`config.mk`:
```
export PLATFORM = sky130hd
export DESIGN_NAME = counter_sequencer
export DESIGN_NICKNAME = d
export VERILOG_FILES = /design/src/rtl/counter_pkg.sv /design/src/rtl/seq_watchdog.sv /design/src/rtl/counter_sequencer.sv
export SDC_FILE = /design/constraint.sdc
export NUM_CORES = 1
export LEC_CHECK = 0
export CORE_UTILIZATION = 25
export CTS_BUF_LIST = sky130_fd_sc_hd__clkbuf_4 sky130_fd_sc_hd__clkbuf_8
export DETAILED_ROUTE_END_ITERATION = 10
export GPL_TIMING_DRIVEN = 0
export PLACE_DENSITY = 0.55
export SYNTH_ARGS = -nofsm -noshare
export SYNTH_HDL_FRONTEND = slang
export SYNTH_SLANG_ARGS = --single-unit
```
`constraint.sdc`:
```
create_clock -name clock -period 4.8 [get_ports clock]
set_clock_uncertainty 0.2 [all_clocks]
set_input_delay 1.2 -clock clock [delete_from_list [all_inputs] [get_ports clock]]
set_output_delay 1.2 -clock clock [all_outputs]
set_load 0.005 [all_outputs]
```
`src/rtl/counter_pkg.sv`:
```
// counter_pkg
//   Shared definitions for the counter sequencer slice:
//   - seq_state_t : 3-bit sequencer state encoding (SEQ_IDLE .. SEQ_FINISH)
//   - LED_WIDTH_DEFAULT      : default width of each stage LED bus
//   - TIMEOUT_CYCLES_DEFAULT : default WAIT watchdog limit (used with SEQ_TIMEOUT_EN)
package counter_pkg;

    typedef enum logic [2:0] {
        SEQ_IDLE    = 3'd0,
        SEQ_LAUNCH  = 3'd1,
        SEQ_WAIT    = 3'd2,
        SEQ_ADVANCE = 3'd3,
        SEQ_FINISH  = 3'd4
    } seq_state_t;

    localparam int LED_WIDTH_DEFAULT      = 5;
    localparam int TIMEOUT_CYCLES_DEFAULT = 256;

endpackage

```
`src/rtl/seq_watchdog.sv`:
```
// seq_watchdog
//   Down-counting watchdog for the sequencer WAIT state. The count is loaded
//   with TIMEOUT_CYCLES-1 on clear and decrements on every enabled cycle;
//   expired is raised on the TIMEOUT_CYCLES-th consecutive enabled cycle
//   after a clear (terminal count reached while enabled).
//   Only instantiated when SEQ_TIMEOUT_EN is defined.
// Ports
//   clock   in  system clock
//   reset   in  synchronous, active-high
//   clear   in  reload the counter
//   enable  in  count this cycle
//   expired out terminal count reached while enabled
module seq_watchdog #(
    parameter int TIMEOUT_CYCLES = 256
) (
    input  logic clock,
    input  logic reset,
    input  logic clear,
    input  logic enable,
    output logic expired
);

    localparam int              CNT_W = $clog2(TIMEOUT_CYCLES);
    localparam logic [CNT_W-1:0] LOAD = CNT_W'(TIMEOUT_CYCLES - 1);

    logic [CNT_W-1:0] count;

    always_ff @(posedge clock) begin
        if (reset) begin
            count <= LOAD;
        end else if (clear) begin
            count <= LOAD;
        end else if (enable && (count != '0)) begin
            count <= count - CNT_W'(1);
        end
    end

    assign expired = enable && (count == '0);

endmodule

```
`src/rtl/counter_sequencer.sv`:
```
// counter_sequencer
//   Round-robin sequencer for NUM_STAGES counter stages. Each stage is
//   launched with a one-cycle stage_go pulse; the sequencer then waits for
//   that stage's one-cycle stage_next pulse before moving to the next stage.
//   After LOOPS full passes (0 = forever) it pulses seq_done and returns idle.
//   The active stage's LED bus is registered onto led_out every cycle.
//   Optional build macro SEQ_TIMEOUT_EN adds a WAIT watchdog and the sticky
//   timeout_err output.
// Ports
//   clock, reset  system clock, synchronous active-high reset
//   start, stop   start (accepted only in idle) / abort (any busy state)
//   stage_next    per-stage completion pulses
//   stage_led     packed LED buses, stage i at [i*LED_WIDTH +: LED_WIDTH]
//   stage_go      one-hot launch pulse
//   stage_clear   abort pulse returning all stages to idle
//   led_out       registered LED bus of the active stage
//   active_stage  current stage index
//   busy          high outside idle
//   seq_done      one-cycle pulse after the final pass
//   loop_count    completed passes (wraps)
//   timeout_err   sticky watchdog error (SEQ_TIMEOUT_EN only)
module counter_sequencer
    import counter_pkg::*;
#(
    parameter int NUM_STAGES     = 2,
    parameter int LED_WIDTH      = LED_WIDTH_DEFAULT,
    parameter int LOOPS          = 1,
    parameter int TIMEOUT_CYCLES = TIMEOUT_CYCLES_DEFAULT
) (
    input  logic                            clock,
    input  logic                            reset,
    input  logic                            start,
    input  logic                            stop,
    input  logic [NUM_STAGES-1:0]           stage_next,
    input  logic [NUM_STAGES*LED_WIDTH-1:0] stage_led,
    output logic [NUM_STAGES-1:0]           stage_go,
    output logic                            stage_clear,
    output logic [LED_WIDTH-1:0]            led_out,
    output logic [2:0]                      active_stage,
    output logic                            busy,
    output logic                            seq_done,
    output logic [7:0]                      loop_count
`ifdef SEQ_TIMEOUT_EN
    ,
    output logic                            timeout_err
`endif
);

    localparam logic [2:0] LAST_STAGE  = 3'(NUM_STAGES - 1);
    localparam logic [7:0] LOOP_TARGET = 8'(LOOPS);

    seq_state_t           state;
    seq_state_t           state_next;
    logic [2:0]           stage_idx;
    logic [2:0]           stage_idx_next;
    logic [7:0]           loops;
    logic [7:0]           loops_next;
    logic                 sel_next;
    logic [LED_WIDTH-1:0] sel_led;
    logic                 start_ok;
    logic                 wd_expired;

    // Mux by compare rather than direct indexing so any NUM_STAGES works
    // with the fixed 3-bit stage index.
    always_comb begin
        sel_next = 1'b0;
        sel_led  = '0;
        for (int i = 0; i < NUM_STAGES; i++) begin
            if (stage_idx == 3'(i)) begin
                sel_next = stage_next[i];
                sel_led  = stage_led[i*LED_WIDTH +: LED_WIDTH];
            end
        end
    end

    assign start_ok = (state == SEQ_IDLE) && start && !stop;

`ifdef SEQ_TIMEOUT_EN
    logic wd_clear;
    logic wd_enable;
    logic timeout_hit;

    // WAIT is only ever entered from LAUNCH, so reloading there restarts
    // the watchdog on every WAIT entry.
    assign wd_clear  = (state == SEQ_LAUNCH);
    assign wd_enable = (state == SEQ_WAIT);

    seq_watchdog #(
        .TIMEOUT_CYCLES(TIMEOUT_CYCLES)
    ) u_watchdog (
        .clock  (clock),
        .reset  (reset),
        .clear  (wd_clear),
        .enable (wd_enable),
        .expired(wd_expired)
    );

    // stop and a real completion both take priority over the timeout.
    assign timeout_hit = (state == SEQ_WAIT) && !stop && !sel_next && wd_expired;

    always_ff @(posedge clock) begin
        if (reset) begin
            timeout_err <= 1'b0;
        end else if (start_ok) begin
            timeout_err <= 1'b0;
        end else if (timeout_hit) begin
            timeout_err <= 1'b1;
        end
    end
`else
    localparam int unused_timeout_cycles = TIMEOUT_CYCLES;
    assign wd_expired = 1'b0;
`endif

    always_comb begin
        state_next     = state;
        stage_idx_next = stage_idx;
        loops_next     = loops;
        stage_go       = '0;
        stage_clear    = 1'b0;
        seq_done       = 1'b0;

        if (state == SEQ_IDLE) begin
            if (start_ok) begin
                state_next     = SEQ_LAUNCH;
                stage_idx_next = '0;
                loops_next     = '0;
            end
        end else if (stop) begin
            // Abort beats everything else, including a launch this cycle.
            state_next  = SEQ_IDLE;
            stage_clear = 1'b1;
        end else begin
            case (state)
                SEQ_LAUNCH: begin
                    for (int i = 0; i < NUM_STAGES; i++) begin
                        stage_go[i] = (stage_idx == 3'(i));
                    end
                    state_next = SEQ_WAIT;
                end
                SEQ_WAIT: begin
                    if (sel_next) begin
                        state_next = SEQ_ADVANCE;
                    end else if (wd_expired) begin
                        state_next  = SEQ_IDLE;
                        stage_clear = 1'b1;
                    end
                end
                SEQ_ADVANCE: begin
                    if (stage_idx == LAST_STAGE) begin
                        loops_next     = loops + 8'd1;
                        stage_idx_next = '0;
                        if ((LOOPS != 0) && (loops_next == LOOP_TARGET)) begin
                            state_next = SEQ_FINISH;
                        end else begin
                            state_next = SEQ_LAUNCH;
                        end
                    end else begin
                        stage_idx_next = stage_idx + 3'd1;
                        state_next     = SEQ_LAUNCH;
                    end
                end
                SEQ_FINISH: begin
                    seq_done   = 1'b1;
                    state_next = SEQ_IDLE;
                end
                default: begin
                    state_next = SEQ_IDLE;
                end
            endcase
        end
    end

    always_ff @(posedge clock) begin
        if (reset) begin
            state     <= SEQ_IDLE;
            stage_idx <= '0;
            loops     <= '0;
            led_out   <= '0;
        end else begin
            state     <= state_next;
            stage_idx <= stage_idx_next;
            loops     <= loops_next;
            led_out   <= sel_led;
        end
    end

    assign active_stage = stage_idx;
    assign loop_count   = loops;
    assign busy         = (state != SEQ_IDLE);

endmodule

```
# [Word-level counts from Yosys, hierarchy flattened]
# Cells that the tools add are included.
[classes] add_sub_neg=2 n_eq_ne=9 n_mux=29 reduce_logical=11
[ops] op="two-way mux 8 bit" n=5
[ops] op="two-way mux 3 bit" n=11
[ops] op="two-way mux 5 bit" n=2
[ops] op="one-hot mux 3 bit (3 select lines)" n=1
[ops] op="adder 8 x 1 -> 8 bit (second input constant)" n=1
[ops] op="== test 8 x 1 -> 1 bit (second input constant)" n=1
[ops] op="two-way mux 1 bit" n=7
[ops] op="== test 3 x 1 -> 1 bit (second input constant)" n=2
[ops] op="== test 3 x 2 -> 1 bit (second input constant)" n=2
[ops] op="logical NOT 3 bit" n=2
[ops] op="two-way mux 2 bit" n=3
[ops] op="!= test 4 bit (second input constant)" n=1
[ops] op="AND reduction 4 bit" n=1
[ops] op="nonzero test 2 bit" n=2
[ops] op="adder 3 x 1 -> 3 bit (second input constant)" n=1
[ops] op="== test 3 bit (second input constant)" n=1
[ops] op="AND reduction 3 bit" n=1
[ops] op="nonzero test 3 bit" n=1
[ops] op="logical AND 1 bit" n=2
[ops] op="!= test 2 x 1 -> 1 bit (second input constant)" n=1
[ops] op="!= test 2 bit (second input constant)" n=1
[ops] op="AND reduction 2 bit" n=1
[ops] op="logical NOT 1 bit" n=1
[totals] regBits=19 inputBits=16 output_inout_bits=21 elab_cells=55

# [Depth between registers and ports, before layout]
# Gate-level depths: netlist of the first run.
[logic_depth] word_depth=7 ltp_mapped=6

# [Worst setup path after synthesis of the first run]
# Ideal clock, no wire load.
[synth_timing] path_kind="input port to output port" start="input stop" end="output stage_go[0]" t_arrival_ns=1.632 slack_ns=1.768 cell_stages=3 path_buffers=0 cell_sequence="nor3_1 nand2_1 nor3_1"
[synth_via] elab_chain_len=2
[synth_rtl] item="start, declared" line="counter_sequencer.sv:33" rtl="input logic stop,"
[synth_rtl] item="two-way mux 2 bit" line="counter_sequencer.sv:129" rtl="end else if (stop) begin"
[synth_rtl] item="two-way mux 2 bit" line="counter_sequencer.sv:123" rtl="if (state == SEQ_IDLE) begin"
[synth_rtl] item="end, declared" line="counter_sequencer.sv:36" rtl="output logic [NUM_STAGES-1:0] stage_go,"
# Every way passes these cells.

# [Worst setup path after layout of the first run]
# Ends and elaborated chain as after synthesis.

==> reports/results.ini, run 1 <==
[outcome]
status=finished clean

[cells_and_area]
drive_gt1_share_pct=9.41
diodes=0
final_cells=220
num-nets-final=189
num-fill-cells=420
syn_to_final_growth_pct=42.8

[setup_path]
critPathSlowestCell=clkdlybuf4s50_1
critPathRequiredTime_ns=3.40
slowest_delay_ns=0.54
path_cells=clkdlybuf4s50_1 > nor3_1 > nand2_1 > nor3_1 > clkdlybuf4s50_1
crit_arrival_ns=2.85
critPathTopFamily=buffers and inverters
cp_num_buf_inv=2
cp-end-kind=output port
start_kind=input pin
critPathKind=input pin to output port
worst-path-max-fanout=6

[floorplanning]
rows=23
start_util_pct=26.8
pin_count=37
fp.dieH_um=68.4
design.die.area_sq_mm=0.00468
die_w_um=68.4
core_sq_mm=0.00412

[sta]
rsz0062_at_grt=false
hold_viol=0
min_period_ns=4.25
min_period_over_period_pct=88.6
fin_tns_setup_ns=0
tightest_slew_ns=0.542
setup_viol=0
fmax_mhz=235
drv_slew=0
timing.final.ws_setup_ns=0.546
slew_headroom_pct=63.6

[worst_hold_path]
hold_class=flop to flop

[synthesis]
yosysMostFrequentCell=dfxtp_1
yosysSeqAreaShare_pct=34.5
postSynth.asyncResetShare_pct=0
synth_cell_types=44
synth_edf_count=0
synth_area_leaders=dfxtp_1 (35%), mux2i_1 (5.4%), nor3_1 (3.6%)
syn_area_sq_mm=0.00110
avgSynthCellArea_sq_um=8.48
synth_top_area_share_pct=34.5
syn-num-nets=148
yosysTopAreaCell=dfxtp_1
synth-main-ff-cell=dfxtp_1
synth.ff_latch_count=19
syn_inst=130
yosys-top-cells-count=dfxtp_1 (19), nor3_1 (8), a21oi_1 (7), nor2_1 (7), o21ai_0 (7)
yosys_warnings=0

[route]
ant_nets=0
vias=1116
viasPerCell=5.07
drc=0
wl_per_cell_um=12.9
dr.first_iter.drc_count=30
drt_pass1_iterations=4
routed_wl_um=2830

[power_and_ir_drop]
combPwrFrac_pct=13.1
p_int_w=0.000250
power_leakage_nw=0.534
ir_worst_vdd_v=0.000145
p_sw_w=0.0000743
p_clk_share_pct=37.2
cellPowerDensity_mw_per_mm2=206
sw_frac_of_total_pct=22.9
power_frac_seq_pct=49.8

[flow_run]
cap_violations=0

[clock_network]
clk_path_buf_depth=2
htree_levels=1
cts_resized=0
cts_tree=yes
root_buffer=clkbuf_8
clk_latency_ns=0.26
cts_sinks=19
path_clk_slew_ns=0.07
cts_setup_buffers=0
numCtsBuffers=3
cts_hold_buf=0

[grt]
grt_pass1_wl_um=4800
grt_util_all_layers_pct=13.9
antenna_found_initial=0
grt_pass1_vias=1072
grt_max_degree=11
overflow=0

[placed_design]
post-place-ws_ns=0.556
dp_hpwl_um=2180
portBuffers=36
dp.cells=216
place.gp.congestion=0.720

==> worst reg2reg max path, cell delays in order (launching register included) <==
cell,delay (ns)
dfxtp_1,0.42
nor2b_1,0.42
a31oi_1,0.23
o21bai_1,0.35
a31oi_1,0.14
==> path summary, 6_finish.rpt <==
| kind | slack, ns | endpoint | start | cells past startpoint |
|---|---|---|---|---|
| setup / recovery | 0.55 | stage_go[0] | stop | 5 |
| hold / removal | 0.37 | loop_count[5] | loop_count[5] | 1 |
| setup reg to reg | 2.91 | loop_count[5] | active_stage[0] | 4 |
| hold reg to reg | 0.37 | loop_count[5] | loop_count[5] | 1 |
==> layout by cell type, fill, tap and decap left out, types with 3 or more instances in the layout <==
| master | n |
|---|---|
| nor3_1 | 8 |
| nor2_1 | 7 |
| a21oi_1 | 7 |
| clkdlybuf4s50_1 | 36 |
| nor2b_1 | 3 |
| inv_1 | 5 |
| nor4_1 | 3 |
| nand4_1 | 4 |
| a31oi_1 | 5 |
| clkbuf_8 | 3 |
| o21ai_0 | 7 |
| nand2_1 | 6 |
| xnor2_1 | 4 |
| nand3_1 | 5 |
| clkbuf_1 | 4 |
| mux2i_1 | 6 |
| dfxtp_1 | 19 |
==> per-layer routing <==
layer	vias to the layer above	wire (um)	share of wire [%]	global-route usage [%]
li1	563	-	-	-
met1	514	1230	43	15.8
met2	35	1370	48	23.9
met3	4	215	7.6	6.00
met4	0	17	0.60	3.13
met5	-	0	0	0
==> power by group through the flow <==
| stage | clock, W | combinational [W] | sequential (W) |
|---|---|---|---|
| 5_1_grt | 0.000135 | 0.0000467 | 0.000162 |
| 2_1_floorplan | 0 | 0.0000180 | 0.000165 |
| 3_3_place_gp | 0 | 0.0000423 | 0.000165 |
| 4_1_cts | 0.000128 | 0.0000430 | 0.000161 |
| 6_report | 0.000121 | 0.0000424 | 0.000161 |
| 3_5_place_dp | 0 | 0.0000427 | 0.000165 |
==> stage by stage <==
stage	util (%)	instance area [sq um]	hold slack, ns	total power [W]
3_5_place_dp	37.1	1530	0.344	0.000208
3_3_place_gp	37.1	1530	0.305	0.000207
2_1_floorplan	-	1100	0.302	0.000183
6_report	38.2	1570	0.367	0.000324
4_1_cts	38.2	1570	0.364	0.000333
5_1_grt	38.2	1570	0.384	0.000343
==> logic make-up after synthesis <==
| logic type | after synthesis | synth area share (%) |
|---|---|---|
| buf+inv | 14 | 6.02 |
| fa+ha+maj | 2 | 2.27 |
| simple gates | 52 | 28.4 |
| flops | 19 | 34.5 |
| mux | 6 | 5.45 |
| xor+xnor | 4 | 3.18 |
| compound gates | 33 | 20.2 |
==> cell type report <==
class | count | area [sq um] | share of cell area (%)
buffer | 9 | 47.5 | 3.02
clock buffer | 4 | 48.8 | 3.10
inverter | 5 | 18.8 | 1.19
multi-input combinational | 97 | 656 | 41.7
sequential | 19 | 380 | 24.2
tap | 50 | 62.6 | 3.97
timing repair buffer | 36 | 360 | 22.9
==> registers in the layout, indices dropped and copies added, names as in the netlist <==
name          cells
active_stage      3
loop_count        8
state             3
led_out           5
Note: power is estimated with default switching activity, not from simulation.
==> run 2, diff against run 1 <==
CTS_BUF_LIST = sky130_fd_sc_hd__clkbuf_8 sky130_fd_sc_hd__clkbuf_16   (was sky130_fd_sc_hd__clkbuf_4 sky130_fd_sc_hd__clkbuf_8)
==> run 2 against run 1 <==
Effect of this change:
- first-iteration DRC count rose by 13%
- critical path depth stayed put
- non-clock buffer count did not move
- worst setup slack is the same
- count of clock-buffer cells in the layout down 1
- core utilization down 0.091 points
- cell count did not move
- die area unchanged
- sequential share of layout area is 0.058 points higher
- worst hold slack about the same
- maximum frequency unchanged
- global-route usage did not move
- largest cell class unchanged
- largest power group unchanged
- highest routed layer unchanged
==> reports/results.ini, run 2 (same netlist as run 1, synthesis figures left out) <==
[floorplanning]
rows=23  ; unchanged
start_util_pct=26.8  ; unchanged
die_w_um=68.4  ; unchanged
pin_count=37  ; unchanged
design.die.area_sq_mm=0.00468  ; unchanged
core_sq_mm=0.00412  ; unchanged
fp.dieH_um=68.4  ; unchanged

[setup_path]
worst-path-max-fanout=6  ; unchanged
critPathRequiredTime_ns=3.40  ; about the same
start_kind=input pin
critPathKind=input pin to output port
crit_arrival_ns=2.85  ; about the same
cp-end-kind=output port

[grt]
antenna_found_initial=0  ; unchanged
grt_pass1_vias=1072  ; unchanged
overflow=0  ; unchanged
grt_pass1_wl_um=4800  ; unchanged
grt_util_all_layers_pct=13.9  ; unchanged
grt_max_degree=11  ; unchanged

[sta]
tightest_slew_ns=0.542  ; unchanged
min_period_ns=4.25  ; unchanged
fmax_mhz=235  ; unchanged
drv_slew=0  ; unchanged
rsz0062_at_grt=false
slew_headroom_pct=63.6  ; unchanged
hold_viol=0  ; unchanged
fin_tns_setup_ns=0  ; unchanged
setup_viol=0  ; unchanged
timing.final.ws_setup_ns=0.546  ; unchanged
min_period_over_period_pct=88.6  ; unchanged

[clock_network]
htree_levels=1  ; unchanged
clk_path_buf_depth=2  ; unchanged
cts_resized=0  ; unchanged
root_buffer=clkbuf_8
cts_setup_buffers=0  ; unchanged
path_clk_slew_ns=0.07  ; about the same
numCtsBuffers=3  ; unchanged
cts_sinks=19  ; unchanged
cts_hold_buf=0  ; unchanged
clk_latency_ns=0.26  ; about the same
cts_tree=yes

[placed_design]
post-place-ws_ns=0.556  ; unchanged
portBuffers=36  ; unchanged
place.gp.congestion=0.720  ; unchanged
dp_hpwl_um=2180  ; unchanged

[outcome]
status=finished clean

[power_and_ir_drop]
ir_worst_vdd_v=0.000141  ; -2.8%
power_leakage_nw=0.535  ; +0.14%
cellPowerDensity_mw_per_mm2=202  ; -2.1%

[route]
viasPerCell=5.07  ; unchanged
vias=1116  ; unchanged
wl_per_cell_um=12.9  ; unchanged
ant_nets=0  ; unchanged
routed_wl_um=2830  ; unchanged
drt_pass1_iterations=4  ; unchanged
drc=0  ; unchanged
dr.first_iter.drc_count=34  ; +13%

[cells_and_area]
syn_to_final_growth_pct=42.5
regArea_sq_um=380  ; unchanged
diodes=0  ; unchanged
drive_gt1_share_pct=8.82  ; -0.59 points
layout_commonest_cell=clkdlybuf4s50_1
multiInputGateArea_sq_um=656  ; unchanged
largest_reg_flops=8  ; unchanged
num-fill-cells=421  ; +0.24%
final_cell_mix=clkdlybuf4s50_1 (36), dfxtp_1 (19), nor3_1 (8)
num-nets-final=189  ; unchanged

[worst_hold_path]
hold_class=flop to flop

[flow_run]
cap_violations=0  ; unchanged

[run 2: cell count changes in the layout (fill, tap and decap cells not counted), sizes merged]
cell    change
clkbuf      -1
inv         +1
[run 2: report_power, final]
part	internal [W]	switching [W]
Sequential	0.000160	0.00000101
Clock	0.0000570	0.0000559
Combinational	0.0000249	0.0000175
Total	0.000242	0.0000744
[run 2: final timing paths]
path	start	slack, ns	cells past startpoint	end
worst min register to register	loop_count[5]	0.37	1	loop_count[5]
worst max-delay path	stop	0.55	5	stage_go[0]
worst min-delay path	loop_count[5]	0.37	1	loop_count[5]
worst max register to register	active_stage[0]	2.91	4	loop_count[5]
[run 2: stage by stage]
step	total power, W	instance area [sq um]	std cells	util (%)	hold slack [ns]
6_report	0.000317	1570	220	38.2	0.367
5_1_grt	0.000336	1570	220	38.2	0.384
4_1_cts	0.000325	1570	220	38.2	0.364
2_1_floorplan	0.000183	1100	130	-	0.302
3_5_place_dp	0.000208	1530	216	37.1	0.344
3_3_place_gp	0.000207	1530	216	37.1	0.305
[run 2: final cells by class]
class / instances / share of cell area [%]
Buffer: 9 / 3.03
Multi-Input combinational cell: 97 / 41.8
Clock buffer: 3 / 2.63
Inverter: 5 / 1.20
Timing Repair Buffer: 36 / 22.9
Sequential cell: 19 / 24.2
Tap cell: 50 / 3.98
Clock inverter: 1 / 0.239
[run 2: metal layers]
layer  GRT usage, %  wire length, um
met1           15.8             1230
met2           23.9             1370
met3           6.00              215
met4           3.13               17
met5              0                0
[run 2: critical path, cell delays in order]
cell	delay [ns]
clkdlybuf4s50_1	0.53
nor3_1	0.27
nand2_1	0.13
nor3_1	0.19
clkdlybuf4s50_1	0.54
==> run 3, diff against run 2 <==
CORE_UTILIZATION = 48   (was 25)
PLACE_DENSITY = 0.9   (was 0.55)
==> run 3 against run 2 <==
Effect of this change:
- cell area shrank 1.8%
- via count grew 3.2%
- register-to-register slack lost 0.09 ns
- sequential power is essentially flat
- power grew 0.68%
- die area shrank 47%
- worst hold slack lost 0.0031 ns
- critical path type unchanged
==> reports/results.ini, run 3 (same netlist as run 1, synthesis figures left out) <==
[clock_network]
cts_sinks=19  ; unchanged
cts_hold_buf=0  ; unchanged
cts_tree=yes
clk_path_buf_depth=2  ; unchanged
clk_latency_ns=0.26  ; about the same
htree_levels=1  ; unchanged
path_clk_slew_ns=0.07  ; about the same
numCtsBuffers=3  ; unchanged
cts_resized=0  ; unchanged
root_buffer=clkbuf_8
cts_setup_buffers=0  ; unchanged

[sta]
min_period_over_period_pct=87.4  ; -1.2 points
fmax_mhz=238  ; +1.4%
fin_tns_setup_ns=0  ; unchanged
tightest_slew_ns=0.531  ; -0.0115 ns
hold_viol=0  ; unchanged
rsz0062_at_grt=false
min_period_ns=4.20  ; -0.0582 ns
drv_slew=0  ; unchanged
hold_slack_ns=0.364  ; -0.00313 ns
timing.final.ws_setup_ns=0.604  ; +0.0582 ns
slew_headroom_pct=64.3  ; +0.77 points
setup_viol=0  ; unchanged

[cells_and_area]
drive_gt1_share_pct=9.41  ; +0.59 points
diodes=0  ; unchanged
num-fill-cells=145  ; -66%
layout_commonest_cell=clkdlybuf4s50_1
final_cell_mix=clkdlybuf4s50_1 (36), dfxtp_1 (19), nor3_1 (8)
syn_to_final_growth_pct=40.0
largest_reg_flops=8  ; unchanged
num-nets-final=189  ; unchanged

[setup_path]
worstReg2RegEnd=loop_count[5]
path_cells=clkdlybuf4s50_1 > nor3_1 > nand2_1 > nor3_1 > clkdlybuf4s50_1
cp_num_buf_inv=2  ; unchanged
r2r-start=active_stage[0]
crit_cells=5  ; unchanged
worst-path-max-fanout=6  ; unchanged
critPathKind=input pin to output port
critPathSlowestCell=clkdlybuf4s50_1
cp-end-kind=output port
critPathTopFamily=buffers and inverters
r2r_setup_slack_ns=2.82  ; -0.09 ns
slowest_delay_ns=0.54  ; about the same
start_kind=input pin
crit_arrival_ns=2.80  ; -0.05 ns
ff2ff_path_depth=4  ; unchanged
critPathRequiredTime_ns=3.40  ; about the same

[grt]
top_usage_layer=met2
antenna_found_initial=0  ; unchanged
grtUsageMet1_pct=27.9  ; +12 points
met3_usage_pct=4.63  ; -1.4 points
grt_util_all_layers_pct=25.2  ; +11 points
overflow=0  ; unchanged
grt_pass1_wl_um=4770  ; -0.58%
grt_max_degree=12  ; +1
grt_pass1_vias=1093  ; +2.0%
grt_use_met2_pct=46.6  ; +23 points

[power_and_ir_drop]
cellPowerDensity_mw_per_mm2=207  ; +2.5%
power_leakage_nw=0.533  ; -0.26%
ir_worst_vdd_v=0.000130  ; -7.8%

[floorplanning]
fp.dieH_um=49.9  ; -27%
pin_count=37  ; unchanged
design.die.area_sq_mm=0.00249  ; -47%
die_w_um=49.9  ; -27%
core_sq_mm=0.00206  ; -50%
start_util_pct=53.5  ; +27 points
rows=16  ; -30%

[flow_run]
cap_violations=0  ; unchanged

[placed_design]
place.gp.congestion=0.880  ; +22%
post-place-ws_ns=0.603  ; +0.0474 ns
portBuffers=36  ; unchanged
dp_hpwl_um=2170  ; -0.35%

[route]
dr.first_iter.drc_count=33  ; -2.9%
routed_wl_um=2870  ; +1.2%
ant_nets=0  ; unchanged
vias=1152  ; +3.2%
viasPerCell=5.85  ; +15%
wl_per_cell_um=14.5  ; +13%
drt_pass1_iterations=4  ; unchanged
drc=0  ; unchanged

[outcome]
status=finished clean

[worst_hold_path]
whs_path_depth=1  ; unchanged
hold_end=loop_count[5]
hold_path.startpoint=loop_count[5]
hold_class=flop to flop

run 3: changes by cell type in the layout (fill, tap and decap cells not counted):
cell	before	now
inv_1	6	5
clkinv_2	0	1
run 3: where the power goes:
part | total [W] | leakage (nW) | switching [W] | internal, W
combinational | 0.0000433 | 0.353 | 0.0000185 | 0.0000249
sequential | 0.000162 | 0.155 | 0.00000114 | 0.000160
clock | 0.000114 | 0.0255 | 0.0000563 | 0.0000577
total | 0.000319 | 0.533 | 0.0000759 | 0.000243
run 3: worst max-delay path by stage:
stage	startpoint	to	slack, ns
6_report	stop	stage_go[1]	0.60
5_1_grt	stop	stage_go[0]	0.47
4_1_cts	stop	stage_go[1]	0.60
3_5_place_dp	stop	stage_go[1]	0.60
3_3_place_gp	stop	stage_go[0]	0.63
2_1_floorplan	stop	stage_go[0]	1.77
run 3: cell type report:
| class | instances | area (sq um) | share of cell area (%) |
|---|---|---|---|
| multi-input cells | 97 | 656 | 42.5 |
| well taps | 27 | 33.8 | 2.19 |
| inverters | 5 | 18.8 | 1.22 |
| clock buffers | 3 | 41.3 | 2.68 |
| flip-flops and latches | 19 | 380 | 24.7 |
| repair buffers | 36 | 360 | 23.4 |
| plain buffers | 9 | 47.5 | 3.08 |
| clock inverters | 1 | 5.00 | 0.324 |
run 3: through the flow:
stage / total power, W / util [%] / cells / area, sq um
6_report: 0.000319 / 74.8 / 197 / 1540
5_1_grt: 0.000332 / 74.8 / 197 / 1540
4_1_cts: 0.000321 / 74.8 / 197 / 1540
3_5_place_dp: 0.000208 / 72.6 / 193 / 1500
3_3_place_gp: 0.000206 / 72.6 / 193 / 1500
2_1_floorplan: 0.000183 / - / 130 / 1100
run 3: worst reg2reg max path: stages (launching register included):
cell	delay, ns
dfxtp_1	0.41
nor2b_1	0.47
a31oi_1	0.25
o21bai_1	0.38
a31oi_1	0.15
run 3: per-layer routing:
layer,vias to the layer above,wire (um)
li1,562,-
met3,6,119
met2,44,1440
met5,-,0
met1,540,1270
met4,0,34
